==> src/rtl/mul_pkg.sv <==
// -----------------------------------------------------------------------------
// mul_pkg
// Shared definitions for the 16x16 sequenced multiplier and for any CPU
// datapath logic that needs to talk to it.
//
// Contents:
//   OPER_W      width of one operand slice fed to the 8x8 multiplier (8)
//   IN_W        width of a full operand (16)
//   PROD_W      width of one 8x8 partial product (16)
//   RES_W       width of the final product / accumulator (32)
//   NUM_STEPS   number of partial products per multiplication (4)
//   STEP_CNT_W  step counter width; holds 4+MULT_LAT-1 for MULT_LAT up to 4
//   seq_state_t sequencer state encoding (binary)
//   step_shift  left shift applied to the partial product of a given step
//   step_a_hi   step uses the upper byte of the multiplicand
//   step_b_hi   step uses the upper byte of the multiplier
// -----------------------------------------------------------------------------
package mul_pkg;

    localparam int OPER_W     = 8;
    localparam int IN_W       = 2 * OPER_W;
    localparam int PROD_W     = 2 * OPER_W;
    localparam int RES_W      = 32;
    localparam int NUM_STEPS  = 4;
    localparam int STEP_CNT_W = 3;

    typedef enum logic [1:0] {
        ST_IDLE = 2'd0,
        ST_RUN  = 2'd1,
        ST_DONE = 2'd2
    } seq_state_t;

    // Partial-product weights for the step order lo*lo, lo*hi, hi*lo, hi*hi.
    function automatic logic [4:0] step_shift(input logic [1:0] step);
        logic [4:0] shamt;
        case (step)
            2'd0:    shamt = 5'd0;
            2'd3:    shamt = 5'd16;
            default: shamt = 5'd8;
        endcase
        return shamt;
    endfunction

    // Steps 2 and 3 take the upper multiplicand byte.
    function automatic logic step_a_hi(input logic [1:0] step);
        return step[1];
    endfunction

    // Steps 1 and 3 take the upper multiplier byte.
    function automatic logic step_b_hi(input logic [1:0] step);
        return step[0];
    endfunction

endpackage

==> src/rtl/mul16_sequencer_mult8x8.sv <==
// -----------------------------------------------------------------------------
// mult8x8
// Pipelined unsigned 8x8 multiplier. The product of operands presented in a
// cycle appears on p LAT cycles later; a new operand pair may be presented
// every cycle.
//
// Parameters:
//   LAT  pipeline depth in cycles (1..4)
// Ports:
//   clk  input   rising-edge clock
//   a    input   8-bit unsigned operand
//   b    input   8-bit unsigned operand
//   p    output  16-bit unsigned product, delayed by LAT cycles
// -----------------------------------------------------------------------------
module mult8x8
    import mul_pkg::*;
#(
    parameter int LAT = 1
) (
    input  logic              clk,
    input  logic [OPER_W-1:0] a,
    input  logic [OPER_W-1:0] b,
    output logic [PROD_W-1:0] p
);

    logic [PROD_W-1:0] pipe_q [LAT];
    logic [PROD_W-1:0] pipe_d [LAT];

    // The product enters stage 0 and then ripples down the delay line. The
    // pipeline needs no reset: the sequencer only samples p after it has
    // issued a fresh operand pair at least LAT cycles earlier.
    always_comb begin
        pipe_d[0] = PROD_W'(a) * PROD_W'(b);
        for (int i = 1; i < LAT; i++) begin
            pipe_d[i] = pipe_q[i-1];
        end
    end

    always_ff @(posedge clk) begin
        pipe_q <= pipe_d;
    end

    assign p = pipe_q[LAT-1];

endmodule

==> src/rtl/mul16_sequencer.sv <==
// -----------------------------------------------------------------------------
// mul16_sequencer
// Computes a 16x16 -> 32 unsigned product with a single shared 8x8 multiplier
// by issuing the four byte-pair partial products on consecutive cycles and
// summing them, suitably shifted, into a 32-bit accumulator.
//
// Parameters:
//   MULT_LAT   latency of the mult8x8 instance in cycles (1..4)
// Ports:
//   CLOCK      input   rising-edge clock
//   RESET      input   synchronous active-high reset
//   REQ_VALID  input   request with operands A, B is present
//   REQ_READY  output  block accepts a request this cycle (IDLE only)
//   A, B       input   16-bit unsigned operands, sampled on acceptance
//   RES_VALID  output  P holds a completed product (DONE only)
//   RES_READY  input   consumer takes P
//   P          output  32-bit product; holds its value until overwritten
//   BUSY       output  block is not IDLE
// -----------------------------------------------------------------------------
module mul16_sequencer
    import mul_pkg::*;
#(
    parameter int MULT_LAT = 1
) (
    input  logic             CLOCK,
    input  logic             RESET,
    input  logic             REQ_VALID,
    output logic             REQ_READY,
    input  logic [IN_W-1:0]  A,
    input  logic [IN_W-1:0]  B,
    output logic             RES_VALID,
    input  logic             RES_READY,
    output logic [RES_W-1:0] P,
    output logic             BUSY
);

    // Step counter values: issues happen while the count is below
    // NUM_STEPS, captures once it has reached MULT_LAT, and the final capture
    // (and exit from RUN) happens at NUM_STEPS-1+MULT_LAT.
    localparam logic [STEP_CNT_W-1:0] LAT_CNT   = STEP_CNT_W'(MULT_LAT);
    localparam logic [STEP_CNT_W-1:0] ISSUE_END = STEP_CNT_W'(NUM_STEPS);
    localparam logic [STEP_CNT_W-1:0] LAST_CNT  = STEP_CNT_W'(NUM_STEPS - 1 + MULT_LAT);

    seq_state_t              state_q, state_d;
    logic [STEP_CNT_W-1:0]   step_q,  step_d;
    logic [IN_W-1:0]         ar_q,    ar_d;
    logic [IN_W-1:0]         br_q,    br_d;
    logic [RES_W-1:0]        acc_q,   acc_d;
    logic [RES_W-1:0]        p_q,     p_d;

    logic                    issue_en;
    logic                    capture_en;
    logic [1:0]              issue_idx;
    logic [1:0]              capture_idx;
    logic [OPER_W-1:0]       mul_a;
    logic [OPER_W-1:0]       mul_b;
    logic [PROD_W-1:0]       mul_p;
    logic [RES_W-1:0]        addend;
    logic [RES_W-1:0]        acc_sum;

    // Issue and capture windows overlap, so the multiplier is fed every
    // cycle while earlier products are still being accumulated. The capture
    // index wraps modulo 4, which is exact because the count minus MULT_LAT
    // is always 0..3 inside the capture window.
    always_comb begin
        issue_en    = (state_q == ST_RUN) && (step_q < ISSUE_END);
        capture_en  = (state_q == ST_RUN) && (step_q >= LAT_CNT);
        issue_idx   = step_q[1:0];
        capture_idx = step_q[1:0] - LAT_CNT[1:0];
    end

    // Byte selection for the current issue; operands sit at zero whenever
    // nothing is being issued so the multiplier input is quiet.
    always_comb begin
        mul_a = '0;
        mul_b = '0;
        if (issue_en) begin
            mul_a = step_a_hi(issue_idx) ? ar_q[IN_W-1:OPER_W] : ar_q[OPER_W-1:0];
            mul_b = step_b_hi(issue_idx) ? br_q[IN_W-1:OPER_W] : br_q[OPER_W-1:0];
        end
    end

    mult8x8 #(
        .LAT (MULT_LAT)
    ) u_mult8x8 (
        .clk (CLOCK),
        .a   (mul_a),
        .b   (mul_b),
        .p   (mul_p)
    );

    // The shifted partial product is added to the running sum. The sum of
    // all four weighted products is A*B, which always fits in 32 bits.
    always_comb begin
        addend  = RES_W'(mul_p) << step_shift(capture_idx);
        acc_sum = acc_q + addend;
    end

    // Next-state logic. P is a separate register from the accumulator so
    // that the previous result stays visible while the next one is built.
    always_comb begin
        state_d = state_q;
        step_d  = step_q;
        ar_d    = ar_q;
        br_d    = br_q;
        acc_d   = acc_q;
        p_d     = p_q;

        case (state_q)
            ST_IDLE: begin
                if (REQ_VALID) begin
                    ar_d    = A;
                    br_d    = B;
                    acc_d   = '0;
                    step_d  = '0;
                    state_d = ST_RUN;
                end
            end

            ST_RUN: begin
                step_d = step_q + 1'b1;
                if (capture_en) begin
                    acc_d = acc_sum;
                end
                if (step_q == LAST_CNT) begin
                    p_d     = acc_sum;
                    step_d  = '0;
                    state_d = ST_DONE;
                end
            end

            ST_DONE: begin
                if (RES_READY) begin
                    state_d = ST_IDLE;
                end
            end

            default: begin
                state_d = ST_IDLE;
                step_d  = '0;
            end
        endcase
    end

    // Reset wins over everything, discarding any product in flight.
    always_ff @(posedge CLOCK) begin
        if (RESET) begin
            state_q <= ST_IDLE;
            step_q  <= '0;
            ar_q    <= '0;
            br_q    <= '0;
            acc_q   <= '0;
            p_q     <= '0;
        end else begin
            state_q <= state_d;
            step_q  <= step_d;
            ar_q    <= ar_d;
            br_q    <= br_d;
            acc_q   <= acc_d;
            p_q     <= p_d;
        end
    end

    assign REQ_READY = (state_q == ST_IDLE);
    assign RES_VALID = (state_q == ST_DONE);
    assign BUSY      = (state_q != ST_IDLE);
    assign P         = p_q;

endmodule
==> config.mk <==
export PLATFORM = sky130hd
export DESIGN_NAME = mul16_sequencer
export DESIGN_NICKNAME = d
export VERILOG_FILES = /design/src/rtl/mul_pkg.sv /design/src/rtl/mul16_sequencer_mult8x8.sv /design/src/rtl/mul16_sequencer.sv
export SDC_FILE = /design/constraint.sdc
export NUM_CORES = 1
export LEC_CHECK = 0
export CAP_MARGIN = 20
export CORE_ASPECT_RATIO = 1.75
export CORE_MARGIN = 2
export CORE_UTILIZATION = 50
export DETAILED_ROUTE_END_ITERATION = 6
export PLACE_DENSITY = 0.76
export RECOVER_POWER = 25
export SYNTH_ARGS = -nofsm -noshare
export SYNTH_HDL_FRONTEND = slang
export SYNTH_SLANG_ARGS = --single-unit
==> constraint.sdc <==
create_clock -name CLOCK -period 6.3 [get_ports CLOCK]
set_input_delay 0.945 -clock CLOCK [delete_from_list [all_inputs] [get_ports CLOCK]]
set_output_delay 0.945 -clock CLOCK [all_outputs]
set_load 0.01 [all_outputs]
## Word level (Yosys, flattened, before mapping)

Cells that the tools add are included.

- Flip-flop bits (word level): 117
- Input port bits: 36
- Output and inout port bits: 35
- Logic and storage cells: 49

- Add/sub/neg operators: 3
- $mul: 1
- Order comparisons: 2
- Equality and inequality tests: 8
- Shift-type cells: 1
- Muxes and demuxes: 15
- Bitwise logic cells: 1
- Reduce and logical (&&, ||, !) cells: 11

Operators by type and width:

| kind | number |
|---|---|
| $mux 32 | 2 |
| $pmux 32 s2 | 1 |
| $add 32x32->32 | 1 |
| $mux 8 | 4 |
| $shl 16x5->32 | 1 |
| $mul 8x8->16 | 1 |
| $pmux 5 s2 | 1 |
| $pmux 3 s3 | 1 |
| $mux 2 | 3 |
| $mux 3 | 2 |
| $pmux 2 s3 | 1 |
| $reduce_and 2->1 | 3 |
| $reduce_and 3->1 | 2 |
| $eq 2x2->1 const B | 2 |
| $logic_not 2->1 | 2 |
| $ne 2x1->1 const B | 2 |
| $ne 2x2->1 const B | 2 |
| $reduce_bool 2->1 | 2 |
| $add 3x1->3 const B | 1 |
| $eq 3x3->1 const B | 1 |
| $ge 3x1->1 const B | 1 |
| $lt 3x3->1 const B | 1 |
| $eq 2x1->1 const B | 1 |
| $logic_and 1x1->1 | 2 |
| 2 further kinds | 2 |

## Depth between registers and ports, before layout

- Depth after elaboration: 7
- Gate-level depth with buffers: 22
- Depth with buffers taken out: 20

## Modules after synthesis

A second synthesis with hierarchy kept.

- Cell total of the unflattened synthesis: 1033
- Area total of the unflattened synthesis: 8414.3 µm²

Modules (own cells, without submodules):

| module | times used | cells each | area an instance (µm²) | seq. area each (µm²) |
|---|---|---|---|---|
| mul16_sequencer | 1 | 774 | 5968.2 | 2021.9 |
| mult8x8 | 1 | 259 | 2446.1 | 320.3 |

## Worst setup path before layout

OpenSTA, ideal clock, no wires.

- Path type: register to register
- From: reg state_q[0]
- To: reg u_mult8x8.pipe_q, in the netlist u_mult8x8.p[15]
- Setup time: 72 ps
- Data arrival time: 5201 ps
- Data required time: 6228 ps
- Path slack: 1027 ps
- Cell stages (with the launch flop): 21
- Path buffers: 3
- Cells stage by stage: dfxtp_1 nor2b_1 clkbuf_1 nand2b_1 clkbuf_1 clkbuf_1 or3_1 fa_1 fa_1 inv_1 fa_1 inv_1 fa_1 inv_1 ha_1 inv_1 a21oi_1 o41a_1 a41o_1 o41ai_1 xnor2_1

RTL lines:

| what | line | source |
|---|---|---|
| from (decl) | mul16_sequencer.sv:44 | `seq_state_t state_q, state_d;` |
| from (signal assigned) | mul16_sequencer.sv:155 | `state_q <= state_d;` |
| to (signal assigned) | mul16_sequencer_mult8x8.sv:40 | `pipe_q <= pipe_d;` |
| to (decl) | mul16_sequencer_mult8x8.sv:26 | `logic [PROD_W-1:0] pipe_q [LAT];` |

==> results.toml <==
[run_status]
run_status = "complete, but fails checks"
violations_in_the_final_reports = "capacitance limit, slew limit"

[floorplanning]
io_count = 71
core.rowCount = 62
die_h_um = 176
chipWidth_um = 102
coreArea_sq_um = 16400
die_area_sq_um = 18000
start_util_pct = 51.4

[routing]
antenna_violating_nets_post_route = 0
first_iter_violations = 333
route.vias.total = 7666
wl_per_cell_um = 18.4
wirelength_mm = 24.7
detail_route.drc_violations = 0
drtPass1Iterations = 5
routed_via_density = 5.73

[finish]
area_growth_syn_to_layout_pct = 17.5
finish.instance_area_sq_um = 9930
design.final.nets = 1244
n_antenna_cell = 0
fin_util_pct = 60.4
final-instance-count-excl-fill = 1338
layout.filler_cells = 1530
layout_cell_share_with_drive_strength_beyond_1_pct = 5.83

[yosys]
synth_top_cell_by_area = "sky130_fd_sc_hd__dfxtp_1"
netlist.area_leader.share_pct = 27.7
post_synth.cell_area_avg_sq_um = 7.97
yosys_register_bits = 117
netlist_area_sq_um = 8450
mappedNetlistNets = 1203
post_synth_main_area_contributors = "sky130_fd_sc_hd__dfxtp_1 (28%), sky130_fd_sc_hd__ha_1 (10%), sky130_fd_sc_hd__fa_1 (8.8%)"
yosys_most_used_dff = "sky130_fd_sc_hd__dfxtp_1"
ys_warnings = 0
ys_types = 70
number_of_synthesized_flops_with_an_enable_pin = 0
netlist_instances = 1060
synth.yosys.seq_area_share_pct = 27.7
synth-async-reset-ratio_pct = 0

[timing]
timing.final.hold_violations = 0
timing.final.setup_violations = 0
grt_setup_unrepaired = "no"
fin_skew_ns = 0.00856
drv_slew = 54
fmax_mhz = 180
timing.final.crit_share_pct = 88.2
final.min_clock_period_ns = 5.55
worstMarginPinSlew_ns = 2.22
finalHoldWorstSlack_ns = 0.452
maxSlewHeadroom_pct = -48.2
totalNegativeSetupSlack_ns = 0

[placed_design]
placedInstanceArea_sq_um = 9270
count_of_input_and_output_buffers = 70
place_hpwl_mm = 19.5
routabilityCongestion = 0.932
dp_cells = 1305

[power_and_ir_drop]
net_switching_power_mw = 0.534
p_int_mw = 1.50
power.clock.fraction_pct = 52.6
netSwitchingFraction_pct = 26.2
powerDensity_nw_per_um2 = 205
total_leakage_power_nw = 4.35
seqPwrFrac_pct = 38.1
comb_power_share_pct = 9.4
worst_ir_drop_on_vdd_mv = 0.189

[global_route]
grt_max_degree = 54
grt_overflow_total = 0
grt_pass1_wl_mm = 38.9
globalRouteTotalUtil_pct = 28.5
antenna_found_initial = 0
first_global_vias = 7800

[clock_tree]
numCtsBuffers = 17
worst_skew_pair.late_latency_ns = 0.43
cts_tree = "yes"
clkSlewWorstSetupHoldPaths_ns = 0.06
clock_sink_count = 117
holdBufCountCts = 0
clk_root_buffer_cell = "sky130_fd_sc_hd__clkbuf_16"
postCtsResizedCells = 0
clockBufferDepth = 2
postCtsSetupRepairBufs = 0
h_tree_levels = 4

[setup_path]
timing_worst_setup_path_type = "reg -> reg"
critical_path.startpoint = "step_q[0]"
critPathLaunchType = "flop"
reg_to_reg_slack_setup_ns = 0.75
critical_path_peak_fanout = 17
crit_arrival_ns = 5.90
cp_endpoint_kind = "flop"
worstPathCellList = "mux2i_1 -> or2_2 -> nor2_1 -> fa_1 -> fa_1 -> ha_1 -> inv_1 -> fa_1 -> inv_1 -> ha_1 -> nor2b_1 -> o21ai_0 -> a21oi_1 -> o41a_1 -> a41o_1 -> o41ai_1 -> xnor2_1"
critical_path.slowest_cell = "sky130_fd_sc_hd__dfxtp_1"
critical-path-max-stage-delay_ns = 0.83
timing.rr.start = "step_q[0]"
critPathMostFrequentCell = "sky130_fd_sc_hd__fa_1"
timing.critical_path.required_ns = 6.65

[min_path]
worstHoldPathType = "reg -> reg"
holdCritStartpoint = "P[0]"

[run]
max_cap_viol_count = 1
==> cell usage in the layout, fill, tap and decap left out, drive strengths merged, types with 19 or more instances in the layout <==
cell           netlist  final
o21ai               32     32
xnor2               24     24
clkbuf              50     19
nand3               29     29
a21oi               96     96
nand2              150    150
clkdlybuf4s50        0     69
ha                  70     70
nor2               117    117
fa                  37     37
dfxtp              117    117
inv                 71     78
mux2i               23     23
a21o                25     25
==> power groups by stage <==
stage / clock (mW) / sequential, mW / combinational [mW]
global placement: 0 / 0.791 / 0.185
floorplan: 0 / 0.781 / 0.124
finish: 1.07 / 0.775 / 0.191
detailed placement: 0 / 0.791 / 0.187
CTS: 1.07 / 0.775 / 0.188
global route: 1.11 / 0.777 / 0.211
==> kinds of logic after synthesis <==
kind of cell	count (synthesis)	share of synthesized area [%]
AND/OR/NAND/NOR	403	21.6
adder cells (fa/ha/maj)	107	19.1
flip-flops	117	27.7
XOR/XNOR	39	4.13
AO/OA/AOI/OAI	238	18.3
multiplexers	27	3.26
buffers and inverters	129	5.91
==> through the flow <==
step	total power, mW	worst slack [ns]
after floorplan	0.906	1.03
after detailed placement	0.978	0.765
after global placement	0.975	0.866
final	2.04	0.746
after CTS	2.04	0.756
after global routing	2.10	0.424
==> layout make-up <==
class / instances / area [sq um] / area share, %
multi-input combinational: 814 / 5620 / 56.5
sequential: 117 / 2340 / 23.6
clock inverter: 15 / 216 / 2.18
clock buffer: 17 / 425 / 4.28
tap: 224 / 280 / 2.82
timing repair buffer: 80 / 786 / 7.91
inverter: 71 / 267 / 2.68
==> cells in the mapped netlist (4+ instances only) <==
cell type / n
sky130_fd_sc_hd__o21ai_0: 29
sky130_fd_sc_hd__o22ai_1: 7
sky130_fd_sc_hd__or4_1: 5
sky130_fd_sc_hd__nand2_1: 150
sky130_fd_sc_hd__a32o_1: 4
sky130_fd_sc_hd__a21oi_1: 96
sky130_fd_sc_hd__buf_2: 4
sky130_fd_sc_hd__a22o_1: 16
sky130_fd_sc_hd__dfxtp_1: 117
sky130_fd_sc_hd__ha_1: 70
sky130_fd_sc_hd__fa_1: 37
sky130_fd_sc_hd__a211oi_1: 6
sky130_fd_sc_hd__mux2_2: 4
sky130_fd_sc_hd__or3_1: 14
sky130_fd_sc_hd__and2_1: 13
sky130_fd_sc_hd__o211ai_1: 6
sky130_fd_sc_hd__clkbuf_1: 48
sky130_fd_sc_hd__xnor2_1: 24
sky130_fd_sc_hd__mux2i_1: 23
sky130_fd_sc_hd__nor3_1: 16
sky130_fd_sc_hd__or2_2: 6
sky130_fd_sc_hd__nor2b_1: 13
sky130_fd_sc_hd__nor2_1: 117
sky130_fd_sc_hd__xor2_1: 14
sky130_fd_sc_hd__inv_1: 71
sky130_fd_sc_hd__and3_1: 11
sky130_fd_sc_hd__a31oi_1: 11
sky130_fd_sc_hd__nand3_1: 29
sky130_fd_sc_hd__nand4_1: 15
sky130_fd_sc_hd__a21o_1: 24
==> worst max-delay path: cells and delay by family (launching register included) <==
kind / cells / cell delay, ns
mux: 1 / 0.51
simple gates: 3 / 0.43
fa+ha+maj: 5 / 2.12
buf+inv: 2 / 0.09
flops: 1 / 0.83
compound gates: 5 / 1.31
xor+xnor: 1 / 0.17
==> final timing paths <==
| check | end | depth (start not counted) |
|---|---|---|
| worst min register to register | P[0] | 2 |
| worst min-delay path | P[0] | 2 |
| worst max register to register | u_mult8x8.p[15] | 17 |
| worst max-delay path | u_mult8x8.p[15] | 17 |
==> registers in the layout (all words and copies together) (netlist names) <==
signal	flops
acc_q	32
br_q	16
state_q	2
P	32
ar_q	16
u_mult8x8.p	16
step_q	3
==> per-layer routing <==
layer,GRT usage (%),part of all wire (%),up-vias
met5,0,0,-
met4,20.0,7.3,0
met3,4.71,3.1,103
met2,54.3,57,200
met1,26.4,33,3630
li1,-,-,3733
(Power assumes the default switching activity.)
